==> src/rtl/rtc_bus_pkg.sv <==
// Shared definitions for the RTC bus scheduler: command encoding, state constants,
// write-word indices and the per-command step table.
package rtc_bus_pkg;

    typedef enum logic [2:0] {
        CMD_INIC  = 3'd0,
        CMD_STOP  = 3'd1,
        CMD_HORA  = 3'd2,
        CMD_FECHA = 3'd3,
        CMD_TIMER = 3'd4,
        CMD_LEER  = 3'd5
    } cmd_e;

    typedef struct packed {
        logic [7:0] addr;
        logic       is_read;
        logic [3:0] wr_sel;
        logic [3:0] rd_idx;
        logic       last;
    } step_t;

    // Scheduler states
    localparam logic [1:0] SC_IDLE = 2'd0;
    localparam logic [1:0] SC_RUN  = 2'd1;
    localparam logic [1:0] SC_DONE = 2'd2;

    // Bus cycle states
    localparam logic [2:0] BC_IDLE  = 3'd0;
    localparam logic [2:0] BC_ADDR  = 3'd1;
    localparam logic [2:0] BC_REC_A = 3'd2;
    localparam logic [2:0] BC_DATA  = 3'd3;
    localparam logic [2:0] BC_REC_D = 3'd4;

    // Index of the word the external mux must present on wr_data
    localparam logic [3:0] WS_CTRL0 = 4'd0;
    localparam logic [3:0] WS_CTRL1 = 4'd1;
    localparam logic [3:0] WS_CMD   = 4'd2;
    localparam logic [3:0] WS_SEG   = 4'd3;
    localparam logic [3:0] WS_DIA   = 4'd6;
    localparam logic [3:0] WS_TSEG  = 4'd9;
    localparam logic [3:0] WS_XFER  = 4'd12;

    // Lowest pending bit wins: inic > stop > hora > fecha > timer > leer
    function automatic cmd_e pick_cmd(input logic [5:0] pend);
        pick_cmd = CMD_LEER;
        for (int i = 5; i >= 0; i--) begin
            if (pend[i]) pick_cmd = cmd_e'(3'(i));
        end
    endfunction

    function automatic logic [5:0] cmd_mask(input cmd_e cmd);
        return 6'b000001 << cmd;
    endfunction

    function automatic step_t step_lookup(input cmd_e cmd, input logic [3:0] step);
        step_t s;
        s = '0;
        case (cmd)
            CMD_INIC: begin
                s.addr   = (step == 4'd0) ? 8'h02 : 8'h10;
                s.wr_sel = (step == 4'd0) ? WS_CTRL0 : WS_CTRL1;
                s.last   = (step == 4'd1);
            end
            CMD_STOP: begin
                s.addr   = 8'hF1;
                s.wr_sel = WS_CMD;
                s.last   = 1'b1;
            end
            CMD_HORA: begin
                s.addr   = 8'h21 + {4'h0, step};
                s.wr_sel = WS_SEG + step;
                s.last   = (step == 4'd2);
            end
            CMD_FECHA: begin
                s.addr   = 8'h24 + {4'h0, step};
                s.wr_sel = WS_DIA + step;
                s.last   = (step == 4'd2);
            end
            CMD_TIMER: begin
                s.addr   = 8'h41 + {4'h0, step};
                s.wr_sel = WS_TSEG + step;
                s.last   = (step == 4'd2);
            end
            CMD_LEER: begin
                // Step 0 latches the clock into the readable registers, then 9 reads follow
                if (step == 4'd0) begin
                    s.addr   = 8'hF0;
                    s.wr_sel = WS_XFER;
                end else begin
                    s.is_read = 1'b1;
                    s.rd_idx  = step - 4'd1;
                    s.addr    = (step <= 4'd6) ? 8'h20 + {4'h0, step} : 8'h3A + {4'h0, step};
                end
                s.last = (step == 4'd9);
            end
            default: s = '0;
        endcase
        return s;
    endfunction

endpackage

==> src/rtl/rtc_bus_cycle.sv <==
// One RTC bus cycle: address phase, recovery, data phase (write or read), recovery.
// All strobes are registered from the next state so they never glitch.
module rtc_bus_cycle
    import rtc_bus_pkg::*;
#(
    parameter int T_PULSE = 4,
    parameter int T_REC   = 2
) (
    input  logic       clk,
    input  logic       reset,
    input  logic       start,
    input  logic [7:0] addr,
    input  logic       is_read,
    input  logic [7:0] wr_data,
    input  logic [7:0] bus_din,
    output logic       a_d,
    output logic       cs,
    output logic       rd,
    output logic       wr,
    output logic       bus_oe,
    output logic [7:0] bus_dout,
    output logic       done,
    output logic       rd_valid,
    output logic [7:0] rd_data
);

    logic [2:0] state_q, state_d;
    logic [7:0] cnt_q, cnt_d;
    logic [7:0] addr_q, addr_d;
    logic       is_read_q, is_read_d;
    logic       a_d_q, a_d_d, cs_q, cs_d, rd_q, rd_d, wr_q, wr_d, oe_q, oe_d;
    logic [7:0] dout_q, dout_d;
    logic       rd_valid_q, rd_valid_d;
    logic [7:0] rd_data_q, rd_data_d;
    logic       pulse_end, rec_end, launch;

    assign pulse_end = (cnt_q == 8'(T_PULSE - 1));
    assign rec_end   = (cnt_q == 8'(T_REC - 1));

    always_comb begin
        // NOTE: every combinational output gets a default first so no path infers a latch.
        state_d   = state_q;
        cnt_d     = cnt_q + 8'd1;
        addr_d    = addr_q;
        is_read_d = is_read_q;
        done      = 1'b0;
        launch    = 1'b0;
        case (state_q)
            BC_IDLE: begin
                cnt_d  = 8'd0;
                launch = start;
            end
            BC_ADDR:  if (pulse_end) begin state_d = BC_REC_A; cnt_d = 8'd0; end
            BC_REC_A: if (rec_end)   begin state_d = BC_DATA;  cnt_d = 8'd0; end
            BC_DATA:  if (pulse_end) begin state_d = BC_REC_D; cnt_d = 8'd0; end
            BC_REC_D: begin
                if (rec_end) begin
                    done    = 1'b1;
                    state_d = BC_IDLE;
                    cnt_d   = 8'd0;
                    launch  = start;
                end
            end
            default: state_d = BC_IDLE;
        endcase
        // Back-to-back cycles chain straight from REC_D into ADDR with no idle gap
        if (launch) begin
            state_d   = BC_ADDR;
            cnt_d     = 8'd0;
            addr_d    = addr;
            is_read_d = is_read;
        end

        a_d_d = (state_d != BC_ADDR);
        cs_d  = !(state_d == BC_ADDR || state_d == BC_DATA);
        wr_d  = !(state_d == BC_ADDR || (state_d == BC_DATA && !is_read_d));
        rd_d  = !(state_d == BC_DATA && is_read_d);
        oe_d  = (state_d == BC_ADDR) || (state_d == BC_REC_A) || (state_d == BC_DATA && !is_read_d);

        dout_d = dout_q;
        if (state_d == BC_ADDR)                      dout_d = addr_d;
        else if (state_d == BC_DATA && !is_read_d)   dout_d = wr_data;

        rd_valid_d = (state_q == BC_DATA) && is_read_q && pulse_end;
        rd_data_d  = rd_valid_d ? bus_din : rd_data_q;
    end

    // NOTE: sequential state uses non-blocking assignments so all flops update together.
    always_ff @(posedge clk or posedge reset) begin
        if (reset) begin
            state_q    <= BC_IDLE;
            cnt_q      <= 8'd0;
            addr_q     <= 8'd0;
            is_read_q  <= 1'b0;
            a_d_q      <= 1'b1;
            cs_q       <= 1'b1;
            rd_q       <= 1'b1;
            wr_q       <= 1'b1;
            oe_q       <= 1'b0;
            dout_q     <= 8'd0;
            rd_valid_q <= 1'b0;
            rd_data_q  <= 8'd0;
        end else begin
            state_q    <= state_d;
            cnt_q      <= cnt_d;
            addr_q     <= addr_d;
            is_read_q  <= is_read_d;
            a_d_q      <= a_d_d;
            cs_q       <= cs_d;
            rd_q       <= rd_d;
            wr_q       <= wr_d;
            oe_q       <= oe_d;
            dout_q     <= dout_d;
            rd_valid_q <= rd_valid_d;
            rd_data_q  <= rd_data_d;
        end
    end

    assign a_d      = a_d_q;
    assign cs       = cs_q;
    assign rd       = rd_q;
    assign wr       = wr_q;
    assign bus_oe   = oe_q;
    assign bus_dout = dout_q;
    assign rd_valid = rd_valid_q;
    assign rd_data  = rd_data_q;

endmodule

==> src/rtl/rtc_bus_scheduler.sv <==
// Grant-and-sequence engine for the parallel RTC bus: latches command requests,
// arbitrates by fixed priority and walks each command's step table through rtc_bus_cycle.
module rtc_bus_scheduler
    import rtc_bus_pkg::*;
#(
    parameter int T_PULSE = 4,
    parameter int T_REC   = 2,
    parameter int REFRESH = 1000000
) (
    input  logic       clk,
    input  logic       reset,
    input  logic       req_inic,
    input  logic       req_stop,
    input  logic       req_hora,
    input  logic       req_fecha,
    input  logic       req_timer,
    input  logic       req_leer,
    input  logic [7:0] wr_data,
    input  logic [7:0] bus_din,
    output logic       a_d,
    output logic       cs,
    output logic       rd,
    output logic       wr,
    output logic       bus_oe,
    output logic [7:0] bus_dout,
    output logic [3:0] wr_sel,
    output logic       rd_valid,
    output logic [3:0] rd_idx,
    output logic [7:0] rd_data,
    output logic       busy,
    output logic       ready
);

    localparam logic        REFRESH_EN   = (REFRESH > 0);
    localparam logic [31:0] REFRESH_LAST = REFRESH_EN ? 32'(REFRESH - 1) : 32'd0;

    logic [1:0]  state_q, state_d;
    logic [5:0]  pend_q, pend_d, pend_set;
    cmd_e        cmd_q, cmd_d;
    logic [3:0]  step_q, step_d;
    logic        last_q, last_d;
    logic [31:0] refresh_q, refresh_d;
    logic        busy_q, busy_d, ready_q, ready_d;
    logic [3:0]  wr_sel_q, wr_sel_d, rd_idx_q, rd_idx_d;
    logic        refresh_hit, start, cycle_done;
    step_t       nxt;

    always_comb begin
        refresh_hit = REFRESH_EN && (refresh_q == REFRESH_LAST);
        refresh_d   = (refresh_hit || !REFRESH_EN) ? 32'd0 : refresh_q + 32'd1;
        pend_set    = {req_leer | refresh_hit, req_timer, req_fecha, req_hora, req_stop, req_inic};
        pend_d      = pend_q | pend_set;

        state_d  = state_q;
        cmd_d    = cmd_q;
        step_d   = step_q;
        last_d   = last_q;
        busy_d   = busy_q;
        ready_d  = 1'b0;
        wr_sel_d = wr_sel_q;
        rd_idx_d = rd_idx_q;
        start    = 1'b0;

        case (state_q)
            SC_IDLE: begin
                if (|pend_q) begin
                    cmd_d   = pick_cmd(pend_q);
                    step_d  = 4'd0;
                    start   = 1'b1;
                    busy_d  = 1'b1;
                    state_d = SC_RUN;
                    // New pulses are OR-ed back in after the clear, so a re-request survives the grant
                    pend_d  = (pend_q & ~cmd_mask(cmd_d)) | pend_set;
                end
            end
            SC_RUN: begin
                if (cycle_done) begin
                    if (last_q) begin
                        state_d = SC_DONE;
                        busy_d  = 1'b0;
                        ready_d = 1'b1;
                    end else begin
                        step_d = step_q + 4'd1;
                        start  = 1'b1;
                    end
                end
            end
            SC_DONE: state_d = SC_IDLE;
            default: state_d = SC_IDLE;
        endcase

        nxt = step_lookup(cmd_d, step_d);
        if (start) begin
            last_d   = nxt.last;
            wr_sel_d = nxt.wr_sel;
            rd_idx_d = nxt.rd_idx;
        end
    end

    always_ff @(posedge clk or posedge reset) begin
        if (reset) begin
            state_q   <= SC_IDLE;
            pend_q    <= 6'd0;
            cmd_q     <= CMD_INIC;
            step_q    <= 4'd0;
            last_q    <= 1'b0;
            refresh_q <= 32'd0;
            busy_q    <= 1'b0;
            ready_q   <= 1'b0;
            wr_sel_q  <= 4'd0;
            rd_idx_q  <= 4'd0;
        end else begin
            state_q   <= state_d;
            pend_q    <= pend_d;
            cmd_q     <= cmd_d;
            step_q    <= step_d;
            last_q    <= last_d;
            refresh_q <= refresh_d;
            busy_q    <= busy_d;
            ready_q   <= ready_d;
            wr_sel_q  <= wr_sel_d;
            rd_idx_q  <= rd_idx_d;
        end
    end

    rtc_bus_cycle #(
        .T_PULSE (T_PULSE),
        .T_REC   (T_REC)
    ) u_cycle (
        .clk      (clk),
        .reset    (reset),
        .start    (start),
        .addr     (nxt.addr),
        .is_read  (nxt.is_read),
        .wr_data  (wr_data),
        .bus_din  (bus_din),
        .a_d      (a_d),
        .cs       (cs),
        .rd       (rd),
        .wr       (wr),
        .bus_oe   (bus_oe),
        .bus_dout (bus_dout),
        .done     (cycle_done),
        .rd_valid (rd_valid),
        .rd_data  (rd_data)
    );

    assign wr_sel = wr_sel_q;
    assign rd_idx = rd_idx_q;
    assign busy   = busy_q;
    assign ready  = ready_q;

endmodule

==> config.mk <==
export PLATFORM = sky130hd
export DESIGN_NAME = rtc_bus_scheduler
export DESIGN_NICKNAME = d
export VERILOG_FILES = /design/src/rtl/rtc_bus_pkg.sv /design/src/rtl/rtc_bus_cycle.sv /design/src/rtl/rtc_bus_scheduler.sv
export SDC_FILE = /design/constraint.sdc
export NUM_CORES = 1
export LEC_CHECK = 0
export ABC_AREA = 1
export BUFFER_PORTS_ARGS = -buffer_cell sky130_fd_sc_hd__buf_2
export CORE_MARGIN = 3
export CORE_UTILIZATION = 52
export CTS_BUF_LIST = sky130_fd_sc_hd__clkbuf_8
export CTS_CLUSTER_SIZE = 25
export DETAILED_ROUTE_END_ITERATION = 6
export PLACE_DENSITY = 0.76
export SLEW_MARGIN = 40
export SYNTH_ARGS = -nofsm -noshare
export SYNTH_HDL_FRONTEND = slang
export SYNTH_HIERARCHICAL = 1
export SYNTH_SLANG_ARGS = --single-unit
==> constraint.sdc <==
create_clock -name clk -period 3.67 [get_ports clk]
set_input_delay 0.1835 -clock clk [delete_from_list [all_inputs] [get_ports clk]]
set_output_delay 0.1835 -clock clk [all_outputs]
set_load 0.05 [all_outputs]
==> out/metrics.cfg, run 1 <==
[power]
pwr-share-seq=0.620
internal_power_w=0.00137
fin_total_pwr_w=0.00179
p_leak_nw=3.36
switchingPower_w=0.000413
power_density_nw_per_um2=267
comb_power_share=0.043
p_clk_frac=0.336
irDropWorstVdd_v=0.000250
netSwitchingFraction=0.231

[sta]
whs_ns=0.0269
layout_setup_ws_ns=0.489
relSlewSlack=0.513
drv_slew=0
final.setup_skew_ns=0.0124
max_freq_mhz=314
post-route-period-util=0.867
tightest_slew_ns=0.726
setup_violations=0
fin_setup_tns_ns=0
hold_viol=0
rsz0062_at_grt=no
min_period_ns=3.18

[drt]
drt_iter0_drc=315
ant_nets=0
vias=4964
first_pass_iters=5
wirelength_mm=12.9
wire_per_inst_um=13.5
drc=0
viasPerCell=5.20

[synth]
yosysWarnings=6
synth-edff-count=0
synth_cell_types=44
synth_area_per_cell_um2=8.14
synthArstFlopShare=1.00
synth.net_count=771
yosys_most_used_dff=dfrtp_1
yosysSeqAreaShare=0.422
synthCells=730
ys_ff_latch=100
netlist_area_um2=5940

[floorplan]
die_w_um=113
die_area_um2=12700
num_rows=38
die_h_um=113
core_um2=11000
ioPinCount=56
initial_core_util=0.541

[setup_path]
cp_max_fo=10
cp.arrival_ns=3.50
worstSetupEndpointType=flip-flop
critPathLaunchType=flip-flop
worstSetupPathType=reg -> reg
cp.required_ns=3.99

[global_route]
grt_pass1_vias=4863
track_usage=0.214
overflow=0
grt_max_degree=54
grt_pass1_wl_mm=22.3
antenna_found_initial=0

[clock_tree]
clk_pin_slew_ns=0.10
cts_tree=yes
cts_made_buffers=9
cts_setup_buffers=0
cts-root-buf=clkbuf_8
clkLatencyLatePin_ns=0.37
cts_buffer_depth=2
cts_sinks=100
htree_levels=3

[placement]
port_buffers=55
dpl_worst_slack_ns=0.382
hpwl_mm=9.84
gp_congestion=0.943

[final_layout]
area_growth_pct=12.4
diodes=0
drive_gt1_frac=0.220
final_util=0.608
nets=851

[min_path]
hp-class=in -> reg

[run]
maxCapViolCount=0

[outcome]
status=finished, final reports clean

## repair_timing
action / CTS / global route
endpoints found under the hold margin: 56 / 0
endpoints found under the setup margin: 0 / 2
gates resized for setup: 0 / 1
hold buffers: 14 / 0
## critical path, stage by stage, from the launching register on
cell,delay (ns)
dfrtp_1,0.39
inv_1,0.08
ha_1,0.15
inv_1,0.05
nor2_2,0.14
nand2_4,0.10
nor2_2,0.21
nand3_1,0.14
o21bai_1,0.14
nand3_1,0.10
nand2_2,0.18
inv_2,0.13
ha_1,0.25
nand2_1,0.13
inv_1,0.11
nor2_4,0.23
o21ai_1,0.10
o21ai_1,0.12
nand3_1,0.08
nand2_1,0.10
nand3_2,0.06
nand2_1,0.06
nand2_1,0.04
nand2_1,0.06
## Yosys cell counts (all sizes together) (3+ instances only)
cell,count,area [um^2]
clkinv,3,13.8
or2,3,18.8
a31oi,4,25.0
ha,16,200
o21ai,30,188
inv,106,405
nand2,233,1050
nor2,81,443
nor3b,3,22.5
nand4,19,119
o21bai,4,30.0
dfrtp,96,2400
xnor2,5,43.8
nand3,53,353
a21oi,16,91.3
nor4,13,96.3
nor3,18,115
dfstp,4,105
xor2,13,114
## power groups by stage
stage,Combinational [W],Sequential (W),Clock (W)
floorplan,0.0000251,0.00115,0
global placement,0.0000663,0.00113,0
detailed placement,0.0000676,0.00113,0
CTS,0.0000791,0.00111,0.000631
global route,0.0000866,0.00111,0.000678
finish,0.0000773,0.00111,0.000601
## stage by stage
stage	cells	cell area, um^2
floorplan	730	5940
global placement	925	6380
detailed placement	925	6380
CTS	955	6680
global route	955	6680
finish	955	6680
## logic make-up (layout without fill, tap and decap cells)
| kind of cell | count (synthesis) | count (layout) | share of synthesized area |
|---|---|---|---|
| simple gates | 425 | 425 | 0.375 |
| buf+inv | 111 | 196 | 0.0758 |
| flops | 100 | 100 | 0.422 |
| compound gates | 59 | 59 | 0.0634 |
| xor+xnor | 18 | 18 | 0.0265 |
| fa+ha+maj | 17 | 17 | 0.0371 |
## flip-flops by register name (all words and copies together), names as in the netlist, 2 cells and up
register          count
u_cycle/state_q       3
rd_idx                4
step_q                4
u_cycle/rd_data       8
wr_sel                4
refresh_q            32
pend_q                6
cmd_q                 3
u_cycle/bus_dout      8
u_cycle/addr_q        8
state_q               2
u_cycle/cnt_q         8
## metal layers
metal | vias to the layer above | part of all wire | GRT usage | wire length (um)
li1 | 2496 | - | - | -
met5 | - | 0 | 0 | 0
met4 | 0 | 0.019 | 0.0657 | 246
met2 | 92 | 0.50 | 0.368 | 6440
met3 | 20 | 0.042 | 0.0455 | 544
met1 | 2356 | 0.44 | 0.272 | 5670
## cell type report
cell class	instances	area, um^2
clock inverter	7	38.8
sequential	100	2510
tap	140	175
fill	954	4300
timing repair buffer	71	430
inverter	109	419
clock buffer	9	124
multi-input combinational	519	2990
## final timing paths
check                                      endpoint  cells after the start             start  slack (ns)
worst max-delay path            u_cycle/bus_dout[2]                     23  u_cycle/cnt_q[1]        0.49
worst min-delay path             u_cycle/rd_data[2]                      3        bus_din[2]        0.03
worst max register to register  u_cycle/bus_dout[2]                     23  u_cycle/cnt_q[1]        0.49
worst min register to register         refresh_q[0]                      1      refresh_q[0]        0.47
max in group asynchronous              refresh_q[9]                      4             reset        2.53
min in group asynchronous                 rd_idx[0]                      3             reset        0.28
## cell usage in the layout (no fill, tap or decap), types with 4 or more instances in the layout
| cell type | count |
|---|---|
| nor3_2 | 5 |
| a31oi_1 | 4 |
| nand3_2 | 10 |
| clkinv_2 | 4 |
| o21ai_1 | 10 |
| dlygate4sd3_1 | 14 |
| ha_1 | 16 |
| o21bai_1 | 4 |
| nand2_4 | 8 |
| nand2_2 | 27 |
| nor3_1 | 13 |
| nor2_1 | 57 |
| xor2_1 | 13 |
| nand4_1 | 19 |
| clkbuf_8 | 9 |
| a21oi_1 | 15 |
| buf_2 | 55 |
| xnor2_1 | 5 |
| dfstp_2 | 4 |
| nor2_4 | 8 |
| nor2_2 | 13 |
| nand3_1 | 40 |
| o21ai_0 | 16 |
| inv_2 | 12 |
| dfrtp_1 | 96 |
| inv_1 | 95 |
| nand2_1 | 195 |
| nor4_1 | 12 |
No activity file was read; power rests on OpenSTA's default activity.
==> inputs of run 2 (changes only) <==
--- a/config.mk
+++ b/config.mk
@@ -8,11 +8,11 @@
 export ABC_AREA = 1
 export BUFFER_PORTS_ARGS = -buffer_cell sky130_fd_sc_hd__buf_2
 export CORE_MARGIN = 3
-export CORE_UTILIZATION = 52
+export CORE_UTILIZATION = 50
 export CTS_BUF_LIST = sky130_fd_sc_hd__clkbuf_8
 export CTS_CLUSTER_SIZE = 25
 export DETAILED_ROUTE_END_ITERATION = 6
-export PLACE_DENSITY = 0.76
+export PLACE_DENSITY = 0.69
 export SLEW_MARGIN = 40
 export SYNTH_ARGS = -nofsm -noshare
 export SYNTH_HDL_FRONTEND = slang
==> run 2 against run 1 <==
Die area increased by 3.8%. Hold slack better by 0.055 ns. Sequential cell count unchanged. Sequential power is essentially flat. Setup slack lost 0.11 ns. Maximum frequency shrank 3.4%. Utilization decreased by 2.4 points. Non-clock buffer count rose by 1. Register-to-register slack lost 0.11 ns. Critical endpoint unchanged.
==> out/metrics.cfg, run 2 (synthesis gave the netlist of run 1 again) <==
[outcome]
status=finished, final reports clean

[clock_tree]
clkLatencyLatePin_ns=0.38  ; about the same
cts_made_buffers=9  ; unchanged
clk_pin_slew_ns=0.09  ; about the same
cts_setup_buffers=0  ; unchanged
cts_buffer_depth=2  ; unchanged
htree_levels=3  ; unchanged
cts-root-buf=clkbuf_8
cts_resized=0  ; unchanged
cts_sinks=100  ; unchanged
cts_tree=yes

[global_route]
grt_pass1_wl_mm=22.9  ; +2.6%
grt_max_degree=43  ; -20%
antenna_found_initial=0  ; unchanged
overflow=0  ; unchanged
track_usage=0.215  ; +0.000593
grt_pass1_vias=4789  ; -1.5%

[power]
comb_power_share=0.041  ; -0.002
pwr-share-seq=0.585  ; -0.035
netSwitchingFraction=0.228  ; -0.00277
p_leak_nw=3.38  ; +0.37%
irDropWorstVdd_v=0.000190  ; -24%
switchingPower_w=0.000433  ; +4.8%
p_clk_frac=0.374  ; +0.038
internal_power_w=0.00146  ; +6.5%
power_density_nw_per_um2=282  ; +5.4%

[drt]
wirelength_mm=13.4  ; +4.2%
viasPerCell=5.18  ; -0.30%
wire_per_inst_um=14.0  ; +3.8%
drc=0  ; unchanged
ant_nets=0  ; unchanged
vias=4970  ; +0.12%
first_pass_iters=4  ; -1
drt_iter0_drc=284  ; -9.8%

[sta]
drv_slew=0  ; unchanged
hold_viol=0  ; unchanged
relSlewSlack=0.472  ; -0.0402
min_period_ns=3.29  ; +0.113 ns
tightest_slew_ns=0.785  ; +0.0598 ns
setup_violations=0  ; unchanged
rsz0062_at_grt=no
layout_setup_ws_ns=0.376  ; -0.113 ns
final.setup_skew_ns=0.0108  ; -0.00156 ns
post-route-period-util=0.897  ; +0.0307
fin_setup_tns_ns=0  ; unchanged
whs_ns=0.0822  ; +0.0553 ns
max_freq_mhz=304  ; -3.4%

[placement]
port_buffers=55  ; unchanged
gp_congestion=0.958  ; +1.6%
hpwl_mm=10.2  ; +3.4%
dpl_worst_slack_ns=0.357  ; -0.0256 ns

[min_path]
hold_end=u_cycle/bus_dout[7]
hp-class=in -> reg
min_from=wr_data[7]
whs_path_depth=5  ; +2

[setup_path]
cp_max_fo=10  ; unchanged
rrSetupSlack_ns=0.38  ; -0.11 ns
cp.required_ns=3.99  ; about the same
r2r_start=u_cycle/cnt_q[1]
worstSetupEndpointType=flip-flop
cp.arrival_ns=3.62  ; +0.12 ns
worstSetupPathType=reg -> reg
critPathLaunchType=flip-flop
r2r-end=u_cycle/bus_dout[2]
worstRegToRegCells=23  ; unchanged

[floorplan]
core_um2=11500  ; +4.9%
die_area_um2=13200  ; +3.8%
num_rows=39  ; +2.6%
die_h_um=115  ; +1.9%
die_w_um=115  ; +1.9%
ioPinCount=56  ; unchanged
initial_core_util=0.516  ; -0.0250

[final_layout]
mostFrequentLayoutCells=195 x nand2_1, 96 x dfrtp_1, 94 x inv_1
fillers=1091  ; +14%
area_growth_pct=13.2
nets=852  ; +0.12%
drive_gt1_frac=0.219  ; -0.000269
diodes=0  ; unchanged
regMostFlops=refresh_q
largest_register_ffs=32  ; unchanged
final_common_cell=nand2_1

[run]
maxCapViolCount=0  ; unchanged

==> run 2: cell count changes in the layout (fill, tap and decap cells not counted) <==
cell,previous run,this run
clkinvlp_4,0,1
inv_1,95,94
nor2_1,57,58
clkbuf_8,9,10
clkinv_2,4,3
inv_6,2,1
dlygate4sd3_1,14,15
bufinv_16,0,1
nor2_2,13,12
==> run 2: layout make-up <==
| cell class | count | area (um^2) | area share |
|---|---|---|---|
| Timing Repair Buffer | 72 | 440 | 0.0655 |
| Clock buffer | 10 | 138 | 0.0205 |
| Multi-Input combinational cell | 519 | 2990 | 0.444 |
| Sequential cell | 100 | 2510 | 0.373 |
| Tap cell | 143 | 179 | 0.0266 |
| Clock inverter | 6 | 58.8 | 0.00874 |
| Inverter | 109 | 419 | 0.0623 |
==> run 2: layer usage <==
layer  global-route usage  share of wire  vias to the layer above  wire length (um)
met1                0.286           0.46                     2360              6140
met2                0.353           0.49                       94              6540
met3               0.0453          0.037                       23               499
li1                     -              -                     2493                 -
met5                    0              0                        -                 0
met4               0.0673          0.020                        0               263
==> run 2: per-stage QoR <==
| step | area, um^2 | std cells | utilization | total power, W |
|---|---|---|---|---|
| detailed placement | 6380 | 928 | 0.554 | 0.00120 |
| global placement | 6380 | 928 | 0.554 | 0.00120 |
| global route | 6730 | 959 | 0.584 | 0.00198 |
| floorplan | 5940 | 730 | - | 0.00117 |
| finish | 6730 | 959 | 0.584 | 0.00190 |
| CTS | 6730 | 959 | 0.584 | 0.00193 |
==> run 2: worst max path at each step <==
stage / from / to / cells past startpoint
after CTS: u_cycle/cnt_q[1] / u_cycle/bus_dout[2] / 23
after global routing: u_cycle/cnt_q[1] / u_cycle/bus_dout[2] / 23
final: u_cycle/cnt_q[1] / u_cycle/bus_dout[2] / 23
after floorplan: u_cycle/cnt_q[1] / u_cycle/bus_dout[2] / 23
after detailed placement: u_cycle/cnt_q[1] / u_cycle/bus_dout[2] / 23
after global placement: u_cycle/cnt_q[1] / u_cycle/bus_dout[2] / 23
==> run 2: repair_timing <==
item / 4_1_cts / 5_1_grt
endpoints found under the hold margin: 75 / 0
endpoints found under the setup margin: 0 / 0
hold buffers: 15 / 0
==> run 2: power groups by stage <==
stage,combinational [W],clock [W],sequential [W]
after floorplan,0.0000251,0,0.00115
after global placement,0.0000673,0,0.00113
after detailed placement,0.0000679,0,0.00113
after CTS,0.0000803,0.000740,0.00111
after global routing,0.0000877,0.000778,0.00111
final,0.0000787,0.000709,0.00111
==> run 2: critical path, stage by stage (launching register included) <==
cell	delay, ns
dfrtp_1	0.40
inv_1	0.08
ha_1	0.13
inv_1	0.04
nor2_2	0.14
nand2_4	0.09
nor2_1	0.30
nand3_1	0.15
o21bai_1	0.15
nand3_1	0.09
nand2_2	0.19
inv_2	0.14
ha_1	0.23
nand2_1	0.12
inv_1	0.11
nor2_4	0.21
o21ai_1	0.11
o21ai_1	0.13
nand3_1	0.08
nand2_1	0.10
nand3_2	0.06
nand2_1	0.06
nand2_1	0.04
nand2_1	0.07
